===== src/rtl/spi_pkg.sv =====
// Shared constants and the state type for the SPI word-source stage.
package spi_pkg;

  localparam int unsigned DATA_WIDTH_DEFAULT = 8;

  typedef enum logic {
    IDLE = 1'b0,
    SEND = 1'b1
  } former_state_t;

endpackage


===== src/rtl/edge_rise.sv =====
// Rising-edge detector with a synchronous active-high reset. A level that is
// already high when reset releases does not count as an edge until it has
// been seen low.
module edge_rise (
  input  logic clk,
  input  logic rst,
  input  logic in,
  output logic pulse
);

  logic r_q;
  // r_armed is set once the input has been observed low since reset.
  logic r_armed;

  // Track the previous level and whether a low has been seen since reset.
  always_ff @(posedge clk) begin
    if (rst) begin
      r_q     <= 1'b0;
      r_armed <= ~in;
    end else begin
      r_q     <= in;
      r_armed <= r_armed | ~in;
    end
  end

  assign pulse = in & ~r_q & r_armed;

endmodule


===== src/rtl/spi_data_former.sv =====
// Word source for the SPI transmit path: counts next_count edges and offers a
// snapshot of the count on each start_send edge via a valid/ready handshake.
module spi_data_former
  import spi_pkg::*;
#(
  parameter int unsigned p_data_width = DATA_WIDTH_DEFAULT
) (
  input  logic                    clk,
  input  logic                    a_rst,
  input  logic                    s_rst,
  input  logic                    next_count,
  input  logic                    start_send,
  input  logic                    ready,
  output logic                    valid,
  output logic [p_data_width-1:0] data
);

  logic                    w_rst;
  logic                    w_nc_rise;
  logic                    w_ss_rise;
  former_state_t           r_state;
  former_state_t           w_state_next;
  logic [p_data_width-1:0] r_cnt;
  logic [p_data_width-1:0] r_data;
  logic [p_data_width-1:0] w_data_next;

  assign w_rst = a_rst | s_rst;

  edge_rise u_nc_edge (
    .clk   (clk),
    .rst   (w_rst),
    .in    (next_count),
    .pulse (w_nc_rise)
  );

  edge_rise u_ss_edge (
    .clk   (clk),
    .rst   (w_rst),
    .in    (start_send),
    .pulse (w_ss_rise)
  );

  // Word counter: advances on every next_count edge regardless of state.
  always_ff @(posedge clk) begin
    if (w_rst) begin
      r_cnt <= '0;
    end else if (w_nc_rise) begin
      r_cnt <= r_cnt + p_data_width'(1);
    end
  end

  // Next-state logic; start edges seen while SEND are dropped, not queued.
  always_comb begin
    w_state_next = r_state;
    w_data_next  = r_data;
    unique case (r_state)
      IDLE: begin
        if (w_ss_rise) begin
          w_state_next = SEND;
          w_data_next  = r_cnt;
        end
      end
      SEND: begin
        if (ready) begin
          w_state_next = IDLE;
        end
      end
    endcase
  end

  // State and offered-word registers.
  always_ff @(posedge clk) begin
    if (w_rst) begin
      r_state <= IDLE;
      r_data  <= '0;
    end else begin
      r_state <= w_state_next;
      r_data  <= w_data_next;
    end
  end

  assign valid = (r_state == SEND);
  assign data  = r_data;

endmodule


===== config.mk =====
export PLATFORM = sky130hd
export DESIGN_NAME = spi_data_former
export DESIGN_NICKNAME = d
export VERILOG_FILES = /design/src/rtl/spi_pkg.sv /design/src/rtl/edge_rise.sv /design/src/rtl/spi_data_former.sv
export SDC_FILE = /design/constraint.sdc
export NUM_CORES = 1
export LEC_CHECK = 0
export BUFFER_PORTS_ARGS = -buffer_cell sky130_fd_sc_hd__buf_2
export CAP_MARGIN = 20
export CORE_UTILIZATION = 59
export CTS_BUF_LIST = sky130_fd_sc_hd__clkbuf_4
export DETAILED_ROUTE_END_ITERATION = 12
export GPL_TIMING_DRIVEN = 0
export PLACE_DENSITY = 0.95
export SKIP_LAST_GASP = 1
export SLEW_MARGIN = 20
export SYNTH_ARGS = -nofsm -noshare
export SYNTH_HDL_FRONTEND = slang
export SYNTH_SLANG_ARGS = --single-unit

===== constraint.sdc =====
create_clock -name clk -period 3.85 [get_ports clk]
set_clock_uncertainty 0.1 [all_clocks]
set_input_delay 0 -clock clk [delete_from_list [all_inputs] [get_ports clk]]
set_output_delay 0 -clock clk [all_outputs]
set_load 0.03 [all_outputs]

==> run_results.csv, run 1 <==
group,metric,value,unit
logic_synthesis,ys_seq_area_frac,0.518,
timing,rsz0062_at_grt,"no",
worst_setup_path,crit_path_end_kind,"register",
routing,drc_errors,0,
logic_synthesis,syn_area,812,µm²
floorplan,rows,13,
finish,area_growth,23.3,%
worst_setup_path,cp_slowest_cell,"or4_1",
pwr,total_power,0.360,mW
worst_setup_path,max_stage_delay,0.47,ns
cts,cts_tree,"built",
routing,viasPerCell,5.56,
global_route,grt_first_pass_wirelength,2590,µm
hold_path,min_to,"data[7]$_SDFFE_PP0P_",
floorplan,io_pins,15,
logic_synthesis,netlist_instances,91,
worst_setup_path,worst-r2r-setup-slack,2.31,ns
floorplan,die_w,39.1,µm
logic_synthesis,muxShareOfSynthArea,0.0123,
logic_synthesis,synth_cell_type_count,22,
routing,num_vias,729,
finish,fin_area,1000,µm²
worst_setup_path,cp-start-kind,"register",
worst_setup_path,arrival,1.68,ns
cts,hold_buffers,7,
pwr,pwr-share-seq,0.622,
worst_setup_path,path_delay_family,"simple AND/OR/NAND/NOR gates",
timing,final_hold_viol_count,0,
timing,setup_viol,0,
routing,drt_pass1_iterations,4,
pwr,comb_power_share,0.073,
hold_path,hold_path_depth,4,
worst_setup_path,worstSetupPathType,"reg2reg",
logic_synthesis,syn_area_per_cell,8.92,µm²
cts,htreeDepth,1,
cts,cts_buffer_depth,2,
finish,final_cell_mix,"nand2_1, dfxtp_1, a21oi_1, buf_2, dlygate4sd3_1",
floorplan,core,1280,µm²
worst_setup_path,timing.rr.start,"r_cnt[0]$_SDFFE_PP0P_",
timing,tns,0,ns
floorplan,die_h,39.1,µm
global_route,grt_pass1_vias,627,
global_route,grt_start_max_net_pins,12,
placed_design,place_area,901,µm²
finish,final_nets,124,
finish,drive_gt1_frac,0.207,
worst_setup_path,worstReg2RegEnd,"r_cnt[6]$_SDFFE_PP0P_",
timing,final_max_slew_viol_count,0,
logic_synthesis,yosysTopAreaCell,"dfxtp_1",
timing,fmax,648,MHz
cts,insertion_delay,0.30,ns
pwr,intPower,0.281,mW
global_route,grt_usage,0.257,
routing,drt_iter0_drc,11,
worst_setup_path,critPathMaxFanout,5,
logic_synthesis,synth_compound_area_frac,0.123,
routing,wl,1580,µm
logic_synthesis,synthSimpleGateAreaFrac,0.291,
timing,fin_crit_sh,0.401,
global_route,antenna_found_initial,0,
logic_synthesis,synthesis.nets,98,
worst_setup_path,worst-r2r-cell-count,4,
logic_synthesis,yosys-top-cells-area,"dfxtp_1, nand2_1, a21oi_1, nand4b_4, or3_2",
cts,clock-sinks,21,
placed_design,io_buffers,14,
cts,cts_buffers,3,
logic_synthesis,synth_top_area_share,0.518,
logic_synthesis,synth_fa_ha_area_frac,0.0154,
timing,tightest_slew,0.427,ns
floorplan,start_util,0.632,
pwr,p_leak,0.396,nW
timing,period_minus_slack,1.54,ns
finish,antennaDiodeCount,0,
logic_synthesis,synth_top_family_by_area,"simple AND/OR/NAND/NOR gates",
outcome,status,"finished, final reports clean",
logic_synthesis,ys_warn_count,0,
pwr,p_clk_frac,0.305,
routing,drtAntennaViolNets,0,
pwr,p_switching,0.0790,mW
pwr,irDropWorstVdd,0.208,mV
logic_synthesis,ys_ff_latch,21,
worst_setup_path,required,3.99,ns
placed_design,routabilityCongestion,0.738,
placed_design,place_hpwl,1050,µm
worst_setup_path,path_cells,"ha_1 -> nand2_1 -> or4_1 -> a21oi_1",
cts,cts_resized,0,
job,cap_violations,0,
cts,cts.clk_slew.worst_paths,0.10,ns
cts,cts_setup_buffers,0,
finish,mostFrequentLayoutCell,"nand2_1",
pwr,power_density,359,nW/µm²
floorplan,die-area,1530,µm²
logic_synthesis,yosys.area_share.xor_xnor,0.0216,
worst_setup_path,cp_num_buf_inv,0,
pwr,switching_share,0.220,
timing,slew_headroom,0.715,
hold_path,hold_start,"s_rst",
routing,drt-wirelength-per-cell,12.1,µm
hold_path,hold_path.class,"in2reg",
global_route,overflow,0,
cts,root_buffer,"clkbuf_4",
-- registers in the layout, indices dropped and copies added (netlist names) --
signal,flops
u_nc_edge.r_q,1
data,8
valid,1
u_nc_edge.r_armed,1
r_cnt,8
u_ss_edge.r_armed,1
u_ss_edge.r_q,1
-- cell usage after synthesis --
cell type   n
and2_1      1
nor2_1      4
or2_2       1
nand2b_1    1
a21oi_1    14
and2_2      1
nand4bb_1   1
nand4b_4    1
dfxtp_1    21
ha_1        1
clkbuf_1    4
nand2_1    24
xor2_1      2
nand4_1     1
or3_2       3
mux2i_1     1
or4_1       2
nand4b_1    1
o31ai_1     2
nor4bb_1    1
nand3b_1    1
o21ai_0     3
-- cells by family after synthesis --
| family | after synthesis |
|---|---|
| XOR/XNOR | 2 |
| AO/OA/AOI/OAI | 19 |
| AND/OR/NAND/NOR | 43 |
| adder cells (fa/ha/maj) | 1 |
| flip-flops | 21 |
| buffers and inverters | 4 |
| multiplexers | 1 |
-- per-stage QoR --
step / worst slack, ns / instances / utilization / hold slack (ns)
final: 2.31 / 131 / 0.779 / 0.174
after global placement: 2.40 / 120 / 0.701 / 0.0893
after CTS: 2.33 / 131 / 0.779 / 0.157
after floorplan: 2.47 / 91 / - / -0.0381
after global routing: 2.23 / 131 / 0.779 / 0.213
after detailed placement: 2.35 / 120 / 0.701 / 0.107
-- tightest hold or removal path, delay by kind of cell --
kind / cells / cell delay (ns)
simple gates: 1 / 0.09
buf+inv: 2 / 0.37
compound gates: 1 / 0.07
-- worst max-delay path by stage --
stage                                      from                    end  slack (ns)  cells after the start
after global placement    r_cnt[0]$_SDFFE_PP0P_  r_cnt[6]$_SDFFE_PP0P_        2.40                      4
final                     r_cnt[0]$_SDFFE_PP0P_  r_cnt[6]$_SDFFE_PP0P_        2.31                      4
after floorplan           r_cnt[0]$_SDFFE_PP0P_  r_cnt[6]$_SDFFE_PP0P_        2.47                      4
after global routing      r_cnt[0]$_SDFFE_PP0P_  r_cnt[6]$_SDFFE_PP0P_        2.23                      4
after CTS                 r_cnt[0]$_SDFFE_PP0P_  r_cnt[6]$_SDFFE_PP0P_        2.33                      4
after detailed placement  r_cnt[0]$_SDFFE_PP0P_  r_cnt[6]$_SDFFE_PP0P_        2.35                      4
-- per-layer routing --
metal | up-vias | share of wire | wire [µm] | GRT usage
met5 | - | 0 | 0 | 0
met4 | 0 | 0.025 | 39 | 0.138
met3 | 5 | 0.047 | 75 | 0.0694
met2 | 22 | 0.48 | 766 | 0.438
met1 | 335 | 0.44 | 699 | 0.286
li1 | 367 | - | - | -
-- layout make-up --
type,count,area (µm²)
sequential,21,420
timing repair buffer,21,140
clock buffer,4,30.0
tap,15,18.8
buffer,4,15.0
multi-input combinational,66,377
fill,93,284
-- power groups by stage --
stage | Clock, mW | Combinational (mW) | Sequential (mW)
5_1_grt | 0.122 | 0.0290 | 0.224
2_1_floorplan | 0 | 0.0122 | 0.229
4_1_cts | 0.113 | 0.0255 | 0.224
3_5_place_dp | 0 | 0.0196 | 0.229
6_report | 0.110 | 0.0262 | 0.224
3_3_place_gp | 0 | 0.0188 | 0.228
Power figures use the tool's default switching activity.
==> inputs of run 2 (changes only) <==
- CORE_UTILIZATION: 59 -> 50
- PLACE_DENSITY: 0.95 -> 0.87
- clock period: 3.85 -> 1.4 ns (I/O delays scaled with it)
==> run_results.csv, run 2 (synthesized netlist as in run 1, its figures left out) <==
group,metric,value,unit
floorplan,die_h,42.3,µm
cts,htreeDepth,1,
finish,antennaDiodeCount,0,
timing,fin_ws,-0.00690,ns
global_route,grt_first_pass_wirelength,3350,µm
cts,insertion_delay,0.30,ns
timing,slew_headroom,0.695,
timing,fin_crit_sh,1.00,
cts,root_buffer,"clkbuf_4",
placed_design,dp_slack,-0.0936,ns
routing,viasPerCell,5.86,
floorplan,core,1510,µm²
finish,final_cell_mix,"nand2_1, dfxtp_1, a21oi_1, buf_2, buf_4",
timing,tightest_slew,0.457,ns
cts,cts_tree,"built",
outcome,violations,"negative setup slack",
cts,cts.clk_slew.worst_paths,0.12,ns
cts,cts_buffer_depth,2,
hold_path,hold_path.class,"in2reg",
global_route,grt_usage,0.244,
finish,final_nets,130,
pwr,p_leak,0.465,nW
worst_setup_path,arrival,1.54,ns
routing,num_vias,808,
global_route,antenna_found_initial,0,
placed_design,dp_cells,121,
routing,drt_pass1_iterations,5,
timing,final_hold_viol_count,0,
global_route,overflow,0,
finish,drive_gt1_frac,0.393,
floorplan,die_w,42.3,µm
worst_setup_path,cp-start-kind,"register",
routing,drtAntennaViolNets,0,
worst_setup_path,crit_path_end_kind,"register",
finish,area_growth,38.4,%
worst_setup_path,critPathMaxFanout,5,
floorplan,die-area,1790,µm²
finish,final_cells,138,
finish,mostFrequentLayoutCell,"nand2_1",
timing,fmax,711,MHz
outcome,status,"finished with violations",
cts,cts_buffers,3,
pwr,irDropWorstVdd,0.566,mV
pwr,power_density,896,nW/µm²
routing,drc_errors,0,
global_route,grt_start_max_net_pins,12,
timing,setup_viol,1,
job,cap_violations,0,
timing,period_minus_slack,1.41,ns
finish,n_fill_cell,92,
timing,final_max_slew_viol_count,0,
routing,wl,2070,µm
routing,drt-wirelength-per-cell,15.0,µm
timing,rsz0062_at_grt,"yes",
global_route,grt_pass1_vias,729,
worst_setup_path,worstSetupPathType,"reg2reg",
floorplan,start_util,0.539,
routing,drt_iter0_drc,17,
floorplan,rows,14,
placed_design,io_buffers,14,
worst_setup_path,required,1.53,ns
placed_design,place_hpwl,1000,µm
cts,clock-sinks,21,
placed_design,routabilityCongestion,0.756,
floorplan,io_pins,15,
-- run 2: cell count changes in the layout (fill, tap and decap cells not counted), moves of 2 or more --
| cell | delta |
|---|---|
| clkbuf_1 | -2 |
| dfxtp_1 | -7 |
| dfxtp_4 | +3 |
| or4_1 | -2 |
| or4_4 | +2 |
| dfxtp_2 | +4 |
| buf_4 | +8 |
-- run 2: area by class of cell --
cell class                 count  area [µm²]  area share
sequential                    21         437       0.389
multi-input combinational     67         437       0.389
timing repair buffer          27         185       0.165
clock buffer                   4        30.0      0.0267
tap                           16        20.0      0.0178
buffer                         3        15.0      0.0134
-- run 2: layer usage --
| layer | part of all wire | global-route usage |
|---|---|---|
| met1 | 0.41 | 0.316 |
| met2 | 0.52 | 0.415 |
| met3 | 0.046 | 0.0216 |
| met4 | 0.021 | 0.100 |
| met5 | 0 | 0 |
-- run 2: final timing paths --
kind | depth (start not counted) | endpoint | from | slack (ns)
worst max register to register | 3 | r_cnt[6]$_SDFFE_PP0P_ | r_cnt[2]$_SDFFE_PP0P_ | -0.007
worst max-delay path | 3 | r_cnt[6]$_SDFFE_PP0P_ | r_cnt[2]$_SDFFE_PP0P_ | -0.007
worst min register to register | 2 | data[5]$_SDFFE_PP0P_ | data[5]$_SDFFE_PP0P_ | 0.36
worst min-delay path | 4 | r_cnt[6]$_SDFFE_PP0P_ | a_rst | 0.23
-- run 2: critical path, cell delays in order, from the launching register on --
cell and delay, ns:
dfxtp_4 0.41, nand4b_4 0.14, or4_4 0.53, a21oi_2 0.15
-- run 2: report_power, final --
part,internal [mW],switching [mW]
combinational,0.0406,0.0410
clock,0.130,0.179
sequential,0.603,0.0123
total,0.774,0.232
-- run 2: repair_timing --
action,in CTS,in global routing
gates resized for setup,13,11
cloned,1,0
pin swaps,1,5
setup endpoints to repair,4,17
buffers inserted,4,3
hold endpoints to repair,5,0
hold buffers,7,0
-- run 2: metrics by stage --
step | power (mW) | utilization | cell area, µm² | hold slack, ns | TNS, ns
2_1_floorplan | 0.662 | - | 812 | -0.0381 | 0
3_3_place_gp | 0.679 | 0.599 | 902 | 0.0898 | -0.0615
3_5_place_dp | 0.683 | 0.599 | 902 | 0.0983 | -0.147
4_1_cts | 0.989 | 0.718 | 1080 | 0.173 | 0
5_1_grt | 1.04 | 0.746 | 1120 | 0.255 | -0.127
6_report | 1.01 | 0.746 | 1120 | 0.233 | -0.00690
